<file path="src/rtl/jmb_win3_feed_pkg.sv">
// Shared definitions for the 3-tap window feeder: FSM state encodings and
// the shift amounts handed to the divider-adder.
package jmb_win3_feed_pkg;

    typedef enum logic [1:0] {
        ST_IDLE  = 2'd0,
        ST_RUN   = 2'd1,
        ST_FLUSH = 2'd2
    } state_t;

    localparam int SHIFT_121 = 2;
    localparam int SHIFT_BYP = 0;

endpackage

</file>
<file path="src/rtl/jmb_win3_oreg.sv">
// Single-entry valid/ready output register for the window tuple; contents are
// held stable while the downstream stalls.
module jmb_win3_oreg #(
    parameter int DATA_W = 16
) (
    input  logic              clk,
    input  logic              rst_n,
    input  logic              load,
    input  logic [DATA_W-1:0] add_1_next,
    input  logic [DATA_W-1:0] add_2_next,
    input  logic [DATA_W-1:0] add_3_next,
    input  logic [DATA_W-1:0] shift_next,
    input  logic              first_next,
    input  logic              last_next,
    input  logic              ready,
    output logic              slot_free,
    output logic              valid,
    output logic [DATA_W-1:0] add_1,
    output logic [DATA_W-1:0] add_2,
    output logic [DATA_W-1:0] add_3,
    output logic [DATA_W-1:0] shift,
    output logic              first,
    output logic              last
);

    assign slot_free = !valid || ready;

    // load is only raised by the producer when slot_free is true
    always_ff @(posedge clk or negedge rst_n) begin
        if (!rst_n) begin
            valid <= 1'b0;
            add_1 <= '0;
            add_2 <= '0;
            add_3 <= '0;
            shift <= '0;
            first <= 1'b0;
            last  <= 1'b0;
        end else if (load) begin
            valid <= 1'b1;
            add_1 <= add_1_next;
            add_2 <= add_2_next;
            add_3 <= add_3_next;
            shift <= shift_next;
            first <= first_next;
            last  <= last_next;
        end else if (ready) begin
            valid <= 1'b0;
        end
    end

endmodule

</file>
<file path="src/rtl/jmb_win3_feed.sv">
// Streaming 3-tap window generator: turns a sample stream into (left, centre,
// right) tuples with edge replication, encoded for 1-2-1 smoothing or bypass.
module jmb_win3_feed
    import jmb_win3_feed_pkg::*;
#(
    parameter int DATA_W = 16,
    parameter int LEN_W  = 12
) (
    input  logic              clk,
    input  logic              rst_n,
    input  logic [LEN_W-1:0]  line_len,
    input  logic              mode_121,
    input  logic              in_valid,
    output logic              in_ready,
    input  logic [DATA_W-1:0] in_data,
    output logic              out_valid,
    input  logic              out_ready,
    output logic [DATA_W-1:0] add_1,
    output logic [DATA_W-1:0] add_2,
    output logic [DATA_W-1:0] add_3,
    output logic [DATA_W-1:0] shift,
    output logic              out_first,
    output logic              out_last
);

    state_t            state_reg;
    logic [DATA_W-1:0] prev_reg;
    logic [DATA_W-1:0] cur_reg;
    logic [LEN_W-1:0]  cnt_reg;
    logic [LEN_W-1:0]  len_reg;
    logic              mode_reg;
    logic              first_reg;

    logic              slot_free;
    logic              accept;
    logic              emit;
    logic [LEN_W-1:0]  len_eff;
    logic [LEN_W-1:0]  cnt_next;
    logic [DATA_W-1:0] right;
    logic [DATA_W-1:0] add_1_next;
    logic [DATA_W-1:0] add_2_next;
    logic [DATA_W-1:0] add_3_next;
    logic [DATA_W-1:0] shift_next;

    always_comb begin
        in_ready = 1'b0;
        if (rst_n) begin
            case (state_reg)
                ST_IDLE: in_ready = 1'b1;
                ST_RUN:  in_ready = slot_free;
                default: in_ready = 1'b0;
            endcase
        end
    end

    assign accept   = in_valid && in_ready;
    assign emit     = (state_reg == ST_RUN && accept) || (state_reg == ST_FLUSH && slot_free);
    assign len_eff  = (line_len == '0) ? LEN_W'(1) : line_len;
    assign cnt_next = cnt_reg + LEN_W'(1);
    // the final tuple replicates the last sample as its right neighbour
    assign right    = (state_reg == ST_FLUSH) ? cur_reg : in_data;

    always_comb begin
        if (mode_reg) begin
            add_1_next = prev_reg;
            add_2_next = {cur_reg[DATA_W-2:0], 1'b0};
            add_3_next = right;
            shift_next = DATA_W'(SHIFT_121);
        end else begin
            add_1_next = '0;
            add_2_next = cur_reg;
            add_3_next = '0;
            shift_next = DATA_W'(SHIFT_BYP);
        end
    end

    always_ff @(posedge clk or negedge rst_n) begin
        if (!rst_n) begin
            state_reg <= ST_IDLE;
            prev_reg  <= '0;
            cur_reg   <= '0;
            cnt_reg   <= '0;
            len_reg   <= '0;
            mode_reg  <= 1'b0;
            first_reg <= 1'b0;
        end else begin
            case (state_reg)
                ST_IDLE: begin
                    if (accept) begin
                        prev_reg  <= in_data;
                        cur_reg   <= in_data;
                        cnt_reg   <= LEN_W'(1);
                        len_reg   <= len_eff;
                        mode_reg  <= mode_121;
                        first_reg <= 1'b1;
                        state_reg <= (len_eff == LEN_W'(1)) ? ST_FLUSH : ST_RUN;
                    end
                end
                ST_RUN: begin
                    if (accept) begin
                        prev_reg  <= cur_reg;
                        cur_reg   <= in_data;
                        cnt_reg   <= cnt_next;
                        first_reg <= 1'b0;
                        if (cnt_next == len_reg) begin
                            state_reg <= ST_FLUSH;
                        end
                    end
                end
                ST_FLUSH: begin
                    if (slot_free) begin
                        first_reg <= 1'b0;
                        state_reg <= ST_IDLE;
                    end
                end
                default: state_reg <= ST_IDLE;
            endcase
        end
    end

    jmb_win3_oreg #(
        .DATA_W(DATA_W)
    ) u_oreg (
        .clk        (clk),
        .rst_n      (rst_n),
        .load       (emit),
        .add_1_next (add_1_next),
        .add_2_next (add_2_next),
        .add_3_next (add_3_next),
        .shift_next (shift_next),
        .first_next (first_reg),
        .last_next  (state_reg == ST_FLUSH),
        .ready      (out_ready),
        .slot_free  (slot_free),
        .valid      (out_valid),
        .add_1      (add_1),
        .add_2      (add_2),
        .add_3      (add_3),
        .shift      (shift),
        .first      (out_first),
        .last       (out_last)
    );

endmodule
</file>
<file path="config.mk">
export PLATFORM = sky130hd
export DESIGN_NAME = jmb_win3_feed
export DESIGN_NICKNAME = d
export VERILOG_FILES = /design/src/rtl/jmb_win3_feed_pkg.sv /design/src/rtl/jmb_win3_oreg.sv /design/src/rtl/jmb_win3_feed.sv
export SDC_FILE = /design/constraint.sdc
export NUM_CORES = 1
export LEC_CHECK = 0
export CAP_MARGIN = 20
export CORE_UTILIZATION = 49
export CTS_BUF_LIST = sky130_fd_sc_hd__clkbuf_4 sky130_fd_sc_hd__clkbuf_8 sky130_fd_sc_hd__clkbuf_16
export DETAILED_ROUTE_END_ITERATION = 8
export PLACE_DENSITY_LB_ADDON = 0.3
export SLEW_MARGIN = 0
export SYNTH_ARGS = -nofsm -noshare
export SYNTH_HDL_FRONTEND = slang
export SYNTH_HIERARCHICAL = 1
export SYNTH_SLANG_ARGS = --single-unit
</file>
<file path="constraint.sdc">
create_clock -name clk -period 2.9 [get_ports clk]
set_clock_uncertainty 0.05 [all_clocks]
set_input_delay 0.58 -clock clk [delete_from_list [all_inputs] [get_ports clk]]
set_output_delay 0.58 -clock clk [all_outputs]
set_load 0.01 [all_outputs]
</file>
==> impl_metrics.json <==
{
  "antenna_left": 0,
  "seq_area_frac_synth": 0.505,
  "critPathLaunchType": "input pin",
  "tightest_slew_ps": 568,
  "syn_area_mm2": 0.00629,
  "dp_hpwl_um": 9130,
  "core_mm2": 0.0126,
  "grt_pass1_wl_um": 22800,
  "critical_path_buf_inv_count": 3,
  "avgSynthCellArea_um2": 11.8,
  "h-tree-depth": 4,
  "synth.distinct_cells": 52,
  "async_reset_ff_frac": 1.00,
  "path_cells": "dlygate4sd3_1 > buf_6 > nor2b_1 > clkdlybuf4s50_1",
  "final-setup-viol-count": 0,
  "endpoint_kind": "output pin",
  "cts_tree": "built",
  "rsz0062_at_grt": "false",
  "power.leakage_nw": 3.60,
  "root_buffer": "clkbuf_16",
  "reg2reg_to": "prev_reg[5]",
  "synth-edff-count": 0,
  "slew_headroom": 0.621,
  "postSynthCellCount": 532,
  "hold_end": "prev_reg[2]",
  "grt_overflow_total": 0,
  "ir_drop_mv": 0.595,
  "fill_cells": 992,
  "synth_area_leader_cell": "dfrtp_1",
  "reg2reg_depth": 7,
  "cts.sinks": 127,
  "drc_errors": 0,
  "vias_per_cell": 5.16,
  "gp_congestion": 0.794,
  "antenna_cells": 0,
  "nets": 684,
  "yosys_warnings": 6,
  "grt_max_degree": 109,
  "fmax_ghz": 0.370,
  "hp-class": "reg2reg",
  "cts.clk_slew.worst_paths_ps": 50,
  "dieArea_mm2": 0.0133,
  "outcome": "completed",
  "drv_cap": 0,
  "critPathMaxStageDelay_ps": 540,
  "r2r_start": "state_reg[1]",
  "cts_buffer_depth": 2,
  "path_max_fanout": 23,
  "crit_type": "in2out",
  "power_mw": 9.20,
  "r2r_slack_ps": 600,
  "synth_top_area_frac": 0.505,
  "hold_viol": 0,
  "grt_antenna_before_repair": 0,
  "p_per_area_mw_per_mm2": 1130,
  "critPathSlowestCell": "dlygate4sd3_1",
  "drive_gt1_frac": 0.226,
  "drt-initial-drc-count": 241,
  "portBuffers": 100,
  "tns_ps": 0,
  "cts_buffers": 17,
  "synth_ff_type": "dfrtp_1",
  "slew_violations": 0,
  "ioPinCount": 101,
  "initial_core_util": 0.500,
  "synth_area_leaders": "dfrtp_1, mux2_2, mux2_4",
  "vias": 4273,
  "grt_pass1_vias": 4434,
  "dpl.cell_count": 797,
  "drt-total-wl_um": 13800,
  "cp.arrival_ps": 2070,
  "area_growth_pct": 29.2,
  "period_needed_ps": 2700,
  "hp-start": "prev_reg[2]",
  "rows": 41,
  "layout.cells.non_filler": 828,
  "synth-seq-cells": 127,
  "ctsResizeCount": 0,
  "cp.required_ps": 2270,
  "fin_crit_sh": 0.932,
  "clk_latency_ps": 410,
  "die_x_um": 115,
  "wl_per_cell_um": 16.6,
  "critPathTopFamily": "buffers and inverters",
  "fp.dieH_um": 115,
  "hold_depth": 2,
  "first_pass_iters": 5,
  "gr-usage-all-layers": 0.225
}
[metrics by stage]
stage	setup slack (ps)	cell area (um^2)	utilization	hold slack (ps)
after floorplan	150	6340	-	234
after global placement	198	7510	0.598	401
after detailed placement	146	7510	0.598	406
after CTS	168	8130	0.646	426
after global routing	106	8130	0.646	452
final	196	8130	0.646	425
[repair_timing]
action,4_1_cts,5_1_grt
endpoints found under the hold margin,19,0
setup buffers,0,0
hold buffers,1,0
[power breakdown]
group / total (mW) / switching (mW) / internal (mW)
Combinational: 3.95 / 1.69 / 2.26
Clock: 2.17 / 0.760 / 1.41
Sequential: 3.09 / 0.567 / 2.52
[final cells by class]
| cell class | count | area [um^2] | area share |
|---|---|---|---|
| Sequential cell | 127 | 3180 | 0.391 |
| Multi-Input combinational cell | 383 | 2980 | 0.367 |
| Timing Repair Buffer | 112 | 1130 | 0.139 |
| Clock buffer | 20 | 467 | 0.0574 |
| Tap cell | 172 | 215 | 0.0265 |
| Clock inverter | 10 | 138 | 0.0169 |
| Inverter | 4 | 15.0 | 0.00185 |
[Yosys cell counts (4+ instances only)]
cell type  instances
a21oi_1            4
a22o_1             5
and2_1            17
buf_1              4
buf_2              7
buf_4              5
buf_6              4
clkbuf_1          11
dfrtp_1          127
ha_1               6
inv_1              4
mux2_2            65
mux2_4            29
mux2i_1           34
nand2_1           80
nand3_1            5
nor2_1             8
nor2b_1           19
nor3_1             8
nor4_1             5
o21ai_0           29
xnor2_1           11
xor2_1             4
[worst min-delay path: cells and delay by family (launching register included)]
family | cells | cell delay (ps)
flops | 1 | 340
compound gates | 1 | 60
simple gates | 1 | 40
[layout by cell type (no fill, tap or decap), types with 11 or more instances in the layout]
| cell type | n |
|---|---|
| xnor2_1 | 11 |
| and2_1 | 17 |
| mux2_4 | 29 |
| clkbuf_16 | 17 |
| conb_1 | 15 |
| clkdlybuf4s50_1 | 99 |
| nand2_1 | 80 |
| mux2i_1 | 34 |
| mux2_2 | 65 |
| dfrtp_1 | 127 |
| o21ai_0 | 28 |
| nor2b_1 | 19 |
[cell families after synthesis]
kind of cell,Yosys count,synth area share
and+or+nand+nor,162,0.127
other,1,0.000596
xor gates and xnor gates,15,0.0209
buffers and inverters,36,0.0308
DFF,127,0.505
AOI/OAI and AO/OA,57,0.0635
muxes,128,0.240
adders and majority gates,6,0.0119
[routing by layer]
metal	up-vias	routed length, um	track usage
li1	2058	-	-
met1	2125	6630	0.313
met2	76	6510	0.345
met3	14	498	0.0501
met4	0	129	0.0814
met5	-	0	0
[how the worst max path moves through the flow]
stage / from / end / slack (ps) / depth (start not counted)
2_1_floorplan: out_ready / u_oreg/add_1[0] / 150 / 10
3_3_place_gp: out_ready / u_oreg/add_3[8] / 200 / 7
3_5_place_dp: out_ready / u_oreg/shift[4] / 150 / 7
4_1_cts: rst_n / in_ready / 170 / 4
5_1_grt: rst_n / in_ready / 110 / 4
6_report: rst_n / in_ready / 200 / 4
Note: power is estimated with default switching activity, not from simulation.
